File: src/rtl/debug_clk_ctrl.sv
// debug_clk_ctrl: clock-enable controller for single-clock core debugging.
// Modes: halt, single-step, N-cycle burst and free-run, driven by a debounced
// active-low pushbutton. Optional address breakpoints are built when the
// DBG_BREAKPOINT_EN macro is defined. Without it the breakpoint inputs are
// ignored, and halted_o and bp_hit_o are tied low.
// dbg_state_o exposes the FSM state encoding for checkers and debug.
module debug_clk_ctrl #(
  parameter int ADDR_W          = 32,
  parameter int NUM_BP          = 2,
  parameter int BURST_W         = 8,
  parameter int DEBOUNCE_CYCLES = 500000
) (
  input  logic                     clk,
  input  logic                     reset,
  input  logic [1:0]               mode_i,
  input  logic                     step_key_i,
  input  logic [BURST_W-1:0]       burst_len_i,
  input  logic [ADDR_W-1:0]        pc_i,
  input  logic [NUM_BP*ADDR_W-1:0] bp_addr_i,
  input  logic [NUM_BP-1:0]        bp_valid_i,
  output logic                     cpu_en_o,
  output logic                     halted_o,
  output logic [NUM_BP-1:0]        bp_hit_o,
  output logic [31:0]              cycle_cnt_o,
  output logic [2:0]               dbg_state_o
);

  localparam logic [1:0] MODE_HALT  = 2'b00;
  localparam logic [1:0] MODE_STEP  = 2'b01;
  localparam logic [1:0] MODE_BURST = 2'b10;
  localparam logic [1:0] MODE_RUN   = 2'b11;

  localparam int DB_W = (DEBOUNCE_CYCLES < 2) ? 1 : $clog2(DEBOUNCE_CYCLES + 1);
  localparam logic [DB_W-1:0] DB_LAST = DB_W'(DEBOUNCE_CYCLES - 1);

  typedef enum logic [2:0] {
    S_IDLE    = 3'd0,
    S_STEP    = 3'd1,
    S_BURST   = 3'd2,
    S_RUN     = 3'd3,
    S_BP_HALT = 3'd4
  } state_t;

  state_t             state_q, state_d;
  logic [BURST_W-1:0] burst_cnt_q, burst_cnt_d;
  logic               key_sync1, key_sync2;
  logic               key_deb, key_deb_d1;
  logic [DB_W-1:0]    deb_cnt;
  logic               press;
  logic               bp_active;
  logic               cpu_en;

  // Two-flop synchroniser for the asynchronous pushbutton (idle level is 1).
  always_ff @(posedge clk or negedge reset) begin
    if (!reset) begin
      key_sync1 <= 1'b1;
      key_sync2 <= 1'b1;
    end else begin
      key_sync1 <= step_key_i;
      key_sync2 <= key_sync1;
    end
  end

  // Debounce: accept the new level after DEBOUNCE_CYCLES consecutive
  // disagreeing cycles. Register a one-cycle press pulse on a debounced fall.
  always_ff @(posedge clk or negedge reset) begin
    if (!reset) begin
      key_deb    <= 1'b1;
      key_deb_d1 <= 1'b1;
      deb_cnt    <= '0;
      press      <= 1'b0;
    end else begin
      key_deb_d1 <= key_deb;
      press      <= key_deb_d1 & ~key_deb;
      if (key_sync2 != key_deb) begin
        if (deb_cnt == DB_LAST) begin
          key_deb <= key_sync2;
          deb_cnt <= '0;
        end else begin
          deb_cnt <= deb_cnt + 1'b1;
        end
      end else begin
        deb_cnt <= '0;
      end
    end
  end

`ifdef DBG_BREAKPOINT_EN
  logic [NUM_BP-1:0] match;
  logic [NUM_BP-1:0] bp_hit_q;

  // Per-entry address comparators against the current fetch address.
  always_comb begin
    match = '0;
    for (int i = 0; i < NUM_BP; i++) begin
      match[i] = bp_valid_i[i] && (pc_i == bp_addr_i[i*ADDR_W +: ADDR_W]);
    end
  end

  assign bp_active = ((state_q == S_RUN) || (state_q == S_BURST)) && (|match);

  // Sticky hit flags: set when a breakpoint stops the core and cleared when a
  // press steps over it. A simultaneous HALT takes precedence over both.
  always_ff @(posedge clk or negedge reset) begin
    if (!reset) begin
      bp_hit_q <= '0;
    end else if (mode_i != MODE_HALT) begin
      if ((state_q == S_BP_HALT) && press) begin
        bp_hit_q <= '0;
      end else if (bp_active) begin
        bp_hit_q <= bp_hit_q | match;
      end
    end
  end

  assign bp_hit_o = bp_hit_q;
  assign halted_o = (state_q == S_BP_HALT);
`else
  logic unused_bp;
  assign unused_bp = &{1'b0, pc_i, bp_addr_i, bp_valid_i};
  assign bp_active = 1'b0;
  assign bp_hit_o  = '0;
  assign halted_o  = 1'b0;
`endif

  // The core is enabled in the executing states unless it sits on a breakpoint.
  assign cpu_en = ((state_q == S_STEP) || (state_q == S_BURST) || (state_q == S_RUN))
                  && !bp_active;

  // State and burst counter registers.
  always_ff @(posedge clk or negedge reset) begin
    if (!reset) begin
      state_q     <= S_IDLE;
      burst_cnt_q <= '0;
    end else begin
      state_q     <= state_d;
      burst_cnt_q <= burst_cnt_d;
    end
  end

  // Next-state logic. HALT overrides every state, including a pending press.
  always_comb begin
    state_d     = state_q;
    burst_cnt_d = burst_cnt_q;
    if (mode_i == MODE_HALT) begin
      state_d     = S_IDLE;
      burst_cnt_d = '0;
    end else begin
      case (state_q)
        S_IDLE: begin
          if (mode_i == MODE_RUN) begin
            state_d = S_RUN;
          end else if (press && (mode_i == MODE_STEP)) begin
            state_d = S_STEP;
          end else if (press && (mode_i == MODE_BURST)) begin
            state_d     = S_BURST;
            burst_cnt_d = (burst_len_i == '0) ? BURST_W'(1) : burst_len_i;
          end
        end
        S_STEP: begin
          state_d = S_IDLE;
        end
        S_BURST: begin
          // Presses and mode changes are ignored until the burst completes.
          if (bp_active) begin
            state_d     = S_BP_HALT;
            burst_cnt_d = '0;
          end else begin
            burst_cnt_d = burst_cnt_q - 1'b1;
            if (burst_cnt_q <= BURST_W'(1)) begin
              state_d     = S_IDLE;
              burst_cnt_d = '0;
            end
          end
        end
        S_RUN: begin
          if (bp_active) begin
            state_d = S_BP_HALT;
          end else if (mode_i != MODE_RUN) begin
            state_d = S_IDLE;
          end
        end
        S_BP_HALT: begin
          // Step once without checking breakpoints, then IDLE re-enters RUN.
          if (press) begin
            state_d = S_STEP;
          end
        end
        default: begin
          state_d = S_IDLE;
        end
      endcase
    end
  end

  // Count enabled core cycles. The counter wraps naturally at 2^32.
  always_ff @(posedge clk or negedge reset) begin
    if (!reset) begin
      cycle_cnt_o <= '0;
    end else if (cpu_en) begin
      cycle_cnt_o <= cycle_cnt_o + 32'd1;
    end
  end

  assign cpu_en_o    = cpu_en;
  assign dbg_state_o = state_q;

endmodule

File: config.mk
export PLATFORM = sky130hd
export DESIGN_NAME = debug_clk_ctrl
export DESIGN_NICKNAME = d
export VERILOG_FILES = /design/src/rtl/debug_clk_ctrl.sv
export SDC_FILE = /design/constraint.sdc
export NUM_CORES = 1
export LEC_CHECK = 0
export ABC_AREA = 1
export CAP_MARGIN = 20
export CORE_ASPECT_RATIO = 1.5
export CORE_MARGIN = 2
export CORE_UTILIZATION = 40
export CTS_CLUSTER_SIZE = 30
export DETAILED_ROUTE_END_ITERATION = 8
export GPL_ROUTABILITY_DRIVEN = 0
export PLACE_DENSITY = 0.77
export RECOVER_POWER = 100
export SYNTH_ARGS = -nofsm -noshare
export SYNTH_HDL_FRONTEND = slang
export SYNTH_SLANG_ARGS = --single-unit
export TNS_END_PERCENT = 30
File: constraint.sdc
create_clock -name clk -period 1.6 [get_ports clk]
set_clock_uncertainty 0.1 [all_clocks]
set_input_delay 0.32 -clock clk [delete_from_list [all_inputs] [get_ports clk]]
set_output_delay 0.32 -clock clk [all_outputs]
set_load 0.005 [all_outputs]
==> out/results.txt <==
Classification of the worst setup path - reg -> reg
Delay of the slowest cell on the worst path - 0.38 ns
Number of antenna violations at the first check in global routing - 0
Type of element capturing the critical path - flop
Pin count of the biggest net entering global routing - 23
Cell seen most often among critical-path stages - sky130_fd_sc_hd__buf_4
Post-Place Cell Area - 4760 um2
Cell-internal power - 4030 uW
Run status - complete, but fails checks
Comb pwr share - 0.376
Highest clock frequency the design can meet - 616 MHz
Final setup vio count - 6
IR Drop Worst-Case VDD - 1070 uV
Proportion of power drawn by flip-flops and latches - 0.337
Final wirelength - 10.1 mm
Total of fill cells in the finished design - 840
Most common library cell in the layout ignoring fill and taps - sky130_fd_sc_hd__nand2_1
Detailed-routing iteration count for the pre-antenna-repair pass - 7
CTS tree - built
Area of the mapped netlist - 3960 um2
Post-Syn Instances - 525
Largest delay contributor family on the critical path - buffers and inverters
Cts bufs inserted - 9
First-pass GRT wire length - 16.3 mm
Cell area after layout - 5330 um2
Crit path to - cycle_cnt_o[10]
Tightest Pin Transition - 0.919 ns
Placed cell count - 712
Number of core rows - 44
Share of total power in the clock network - 0.287
Via density - 5.03
Number of primary I/O pins - 150
Final period utilization - 1.01
Total negative slack for setup checks - -0.0902 ns
Worst path arrival time - 1.74 ns
Worst hold path type - reg -> reg
Number of clock sinks seen by CTS - 66
Post-DP HPWL - 7.26 mm
Number of register bits inferred by synthesis - 66
Number of global-route vias before repair - 3762
CP bufs+invs - 4
Clk pin slew, worst setup/hold paths - 0.05 ns
Final net count - 753
Initial Utilization - 0.411
Max-slew violation total from the final report - 0
Violations in the final reports - negative setup slack
Via total after detailed routing - 3780
Net Sw Power - 2270 uW
Worst Reg-to-Reg Cells - 7
Number of nets with antenna violations after routing - 0
Required time of the critical path - 1.71 ns
Placement-stage worst setup slack - -0.370 ns
Leakage power total - 0.00266 uW
Register-to-Register Setup Slack - -0.02 ns
Number of hold violations in the final report - 0
Stages on worst setup path - 7
Setup repair after global routing missed its margin - true
Drt wl/cell - 13.5 um
Root buffer cell - sky130_fd_sc_hd__clkbuf_16
Iteration-0 DRC count of the detailed router - 131
Core outline area - 9630 um2
Beginning of the worst register-to-register path - dbg_state_o[1]
Ratio of cells with drive above 1 in the final layout - 0.224
Switch share - 0.360
Diodes inserted - 0
Setup slack after layout - -0.0235 ns
Overall overflow remaining after global route - 0
Count of maximum capacitance violations - 0
Min Hold Slack - 0.259 ns
H-tree level count - 3
Count of placed standard cells in the final layout, fillers left out - 752
Power density relative to cell area - 1180 nW/um2
Final critical path time including I/O delays and setup - 1.62 ns
Number of remaining DRC errors - 0
Die outline width - 85.2 um
Die outline height - 126 um
Terminus of the critical flop-to-flop path - cycle_cnt_o[10]
Largest fanout on the critical path - 8
Clock latency reported for the late side of the worst-skew pair - 0.33 ns
Cells along the critical path - clkbuf_1 > buf_6 > nor2_4 > buf_4 > nor2_2 > buf_4 > xor2_1
Most frequent cells in the layout - 151 x sky130_fd_sc_hd__nand2_1, 72 x sky130_fd_sc_hd__nor2_1, 58 x sky130_fd_sc_hd__dfrtp_1
Total Die Area - 10700 um2
Count of cell types in the netlist - 35
Startpoint kind of the worst setup timing path - flop
Avg Synthesized Cell Area - 7.54 um2
Number of buffers on the longest clock path - 2
Global-route total usage across every layer - 0.188
Worst slew margin relative to its limit - 0.387
Crit. Startpoint - dbg_state_o[1]
Cell with the largest stage delay on the worst path - sky130_fd_sc_hd__dfrtp_1
Launch instance of the worst min-delay path - key_sync1
Number of port buffers - 47
Yosys Warn Count - 0
Synth-to-layout area growth - 34.8%
Sequential element share of the synthesized area - 0.419
-- timing repair --
| item | in CTS | in global routing |
|---|---|---|
| gates resized for setup | 48 | 51 |
| pin swaps | 2 | 22 |
| buffers inserted | 14 | 10 |
| hold endpoints to repair | 10 | 0 |
| hold buffers | 1 | 0 |
| setup endpoints to repair | 48 | 47 |
-- cell usage after synthesis --
library cell,instances,area [um2]
sky130_fd_sc_hd__a211oi_1,1,7.51
sky130_fd_sc_hd__a21oi_1,2,10.0
sky130_fd_sc_hd__a21oi_2,2,17.5
sky130_fd_sc_hd__a22oi_1,1,7.51
sky130_fd_sc_hd__a31oi_1,1,6.26
sky130_fd_sc_hd__buf_4,5,37.5
sky130_fd_sc_hd__buf_6,1,11.3
sky130_fd_sc_hd__conb_1,1,3.75
sky130_fd_sc_hd__dfrtp_1,62,1550
sky130_fd_sc_hd__dfstp_2,4,105
sky130_fd_sc_hd__ha_1,9,113
sky130_fd_sc_hd__inv_1,60,225
sky130_fd_sc_hd__inv_2,4,15.0
sky130_fd_sc_hd__nand2_1,156,586
sky130_fd_sc_hd__nand2_2,5,31.3
sky130_fd_sc_hd__nand2_4,2,22.5
sky130_fd_sc_hd__nand3_1,31,155
sky130_fd_sc_hd__nand3_2,4,40.0
sky130_fd_sc_hd__nand3b_1,4,30.0
sky130_fd_sc_hd__nand4_1,17,106
sky130_fd_sc_hd__nor2_1,82,308
sky130_fd_sc_hd__nor2_2,11,68.8
sky130_fd_sc_hd__nor2_4,8,90.1
sky130_fd_sc_hd__nor3_1,6,30.0
sky130_fd_sc_hd__nor3_2,2,20.0
sky130_fd_sc_hd__nor3b_1,1,7.51
sky130_fd_sc_hd__o21a_1,1,7.51
sky130_fd_sc_hd__o21ai_0,8,40.0
sky130_fd_sc_hd__o21ai_1,1,5.00
sky130_fd_sc_hd__o21ai_2,1,8.76
sky130_fd_sc_hd__o21bai_1,1,7.51
sky130_fd_sc_hd__or2_2,2,12.5
sky130_fd_sc_hd__xnor2_1,10,87.6
sky130_fd_sc_hd__xnor2_2,2,32.5
sky130_fd_sc_hd__xor2_1,17,149
-- worst min path at each step --
stage	to	slack, ns	depth (start not counted)
3_5_place_dp	deb_cnt[17]	0.17	1
6_report	key_sync2	0.26	0
4_1_cts	key_sync2	0.26	0
2_1_floorplan	burst_cnt_q[0]	-0.08	0
3_3_place_gp	deb_cnt[17]	0.16	1
5_1_grt	key_sync2	0.26	0
-- flip-flops by register name, indices dropped and copies added (netlist names) --
name / cells
deb_cnt: 19
dbg_state_o: 2
press: 1
key_sync2: 1
key_sync1: 1
burst_cnt_q: 8
cycle_cnt_o: 32
key_deb_d1: 1
key_deb: 1
-- layout make-up --
| type | instances | area, um2 | area share |
|---|---|---|---|
| flip-flops and latches | 66 | 1660 | 0.312 |
| clock buffers | 12 | 256 | 0.0481 |
| clock inverters | 3 | 15.0 | 0.00281 |
| inverters | 64 | 253 | 0.0474 |
| well taps | 115 | 144 | 0.0270 |
| multi-input cells | 392 | 2170 | 0.406 |
| repair buffers | 100 | 837 | 0.157 |
-- per-layer routing --
layer | share of wire | GRT usage
met5 | 0 | 0
met4 | 0.022 | 0.0850
met3 | 0.052 | 0.0472
met2 | 0.54 | 0.343
met1 | 0.38 | 0.200
-- stage by stage --
| step | power (uW) | util |
|---|---|---|
| after floorplan | 3270 | - |
| after global placement | 3960 | 0.494 |
| after detailed placement | 4040 | 0.494 |
| after CTS | 5920 | 0.535 |
| after global routing | 6680 | 0.554 |
| final | 6300 | 0.554 |
-- worst register-to-register path, stage by stage, from the launching register on --
cell and delay (ns):
sky130_fd_sc_hd__dfrtp_1 0.38, sky130_fd_sc_hd__clkbuf_1 0.13, sky130_fd_sc_hd__buf_6 0.14, sky130_fd_sc_hd__nor2_4 0.28, sky130_fd_sc_hd__buf_4 0.18, sky130_fd_sc_hd__nor2_2 0.04, sky130_fd_sc_hd__buf_4 0.13, sky130_fd_sc_hd__xor2_1 0.13
-- logic make-up after synthesis --
family,synth area share
flops,0.419
fa+ha+maj,0.0285
other cells,0.000948
buf+inv,0.0731
simple gates,0.381
compound gates,0.0297
xor+xnor,0.0680
-- power groups by stage --
| stage | Clock, uW | Combinational [uW] | Sequential, uW |
|---|---|---|---|
| 6_report | 1800 | 2370 | 2120 |
| 3_5_place_dp | 0 | 1920 | 2130 |
| 2_1_floorplan | 0 | 1160 | 2110 |
| 3_3_place_gp | 0 | 1850 | 2120 |
| 4_1_cts | 1830 | 1990 | 2090 |
| 5_1_grt | 1920 | 2610 | 2160 |
Note: power is estimated with default switching activity, not from simulation.
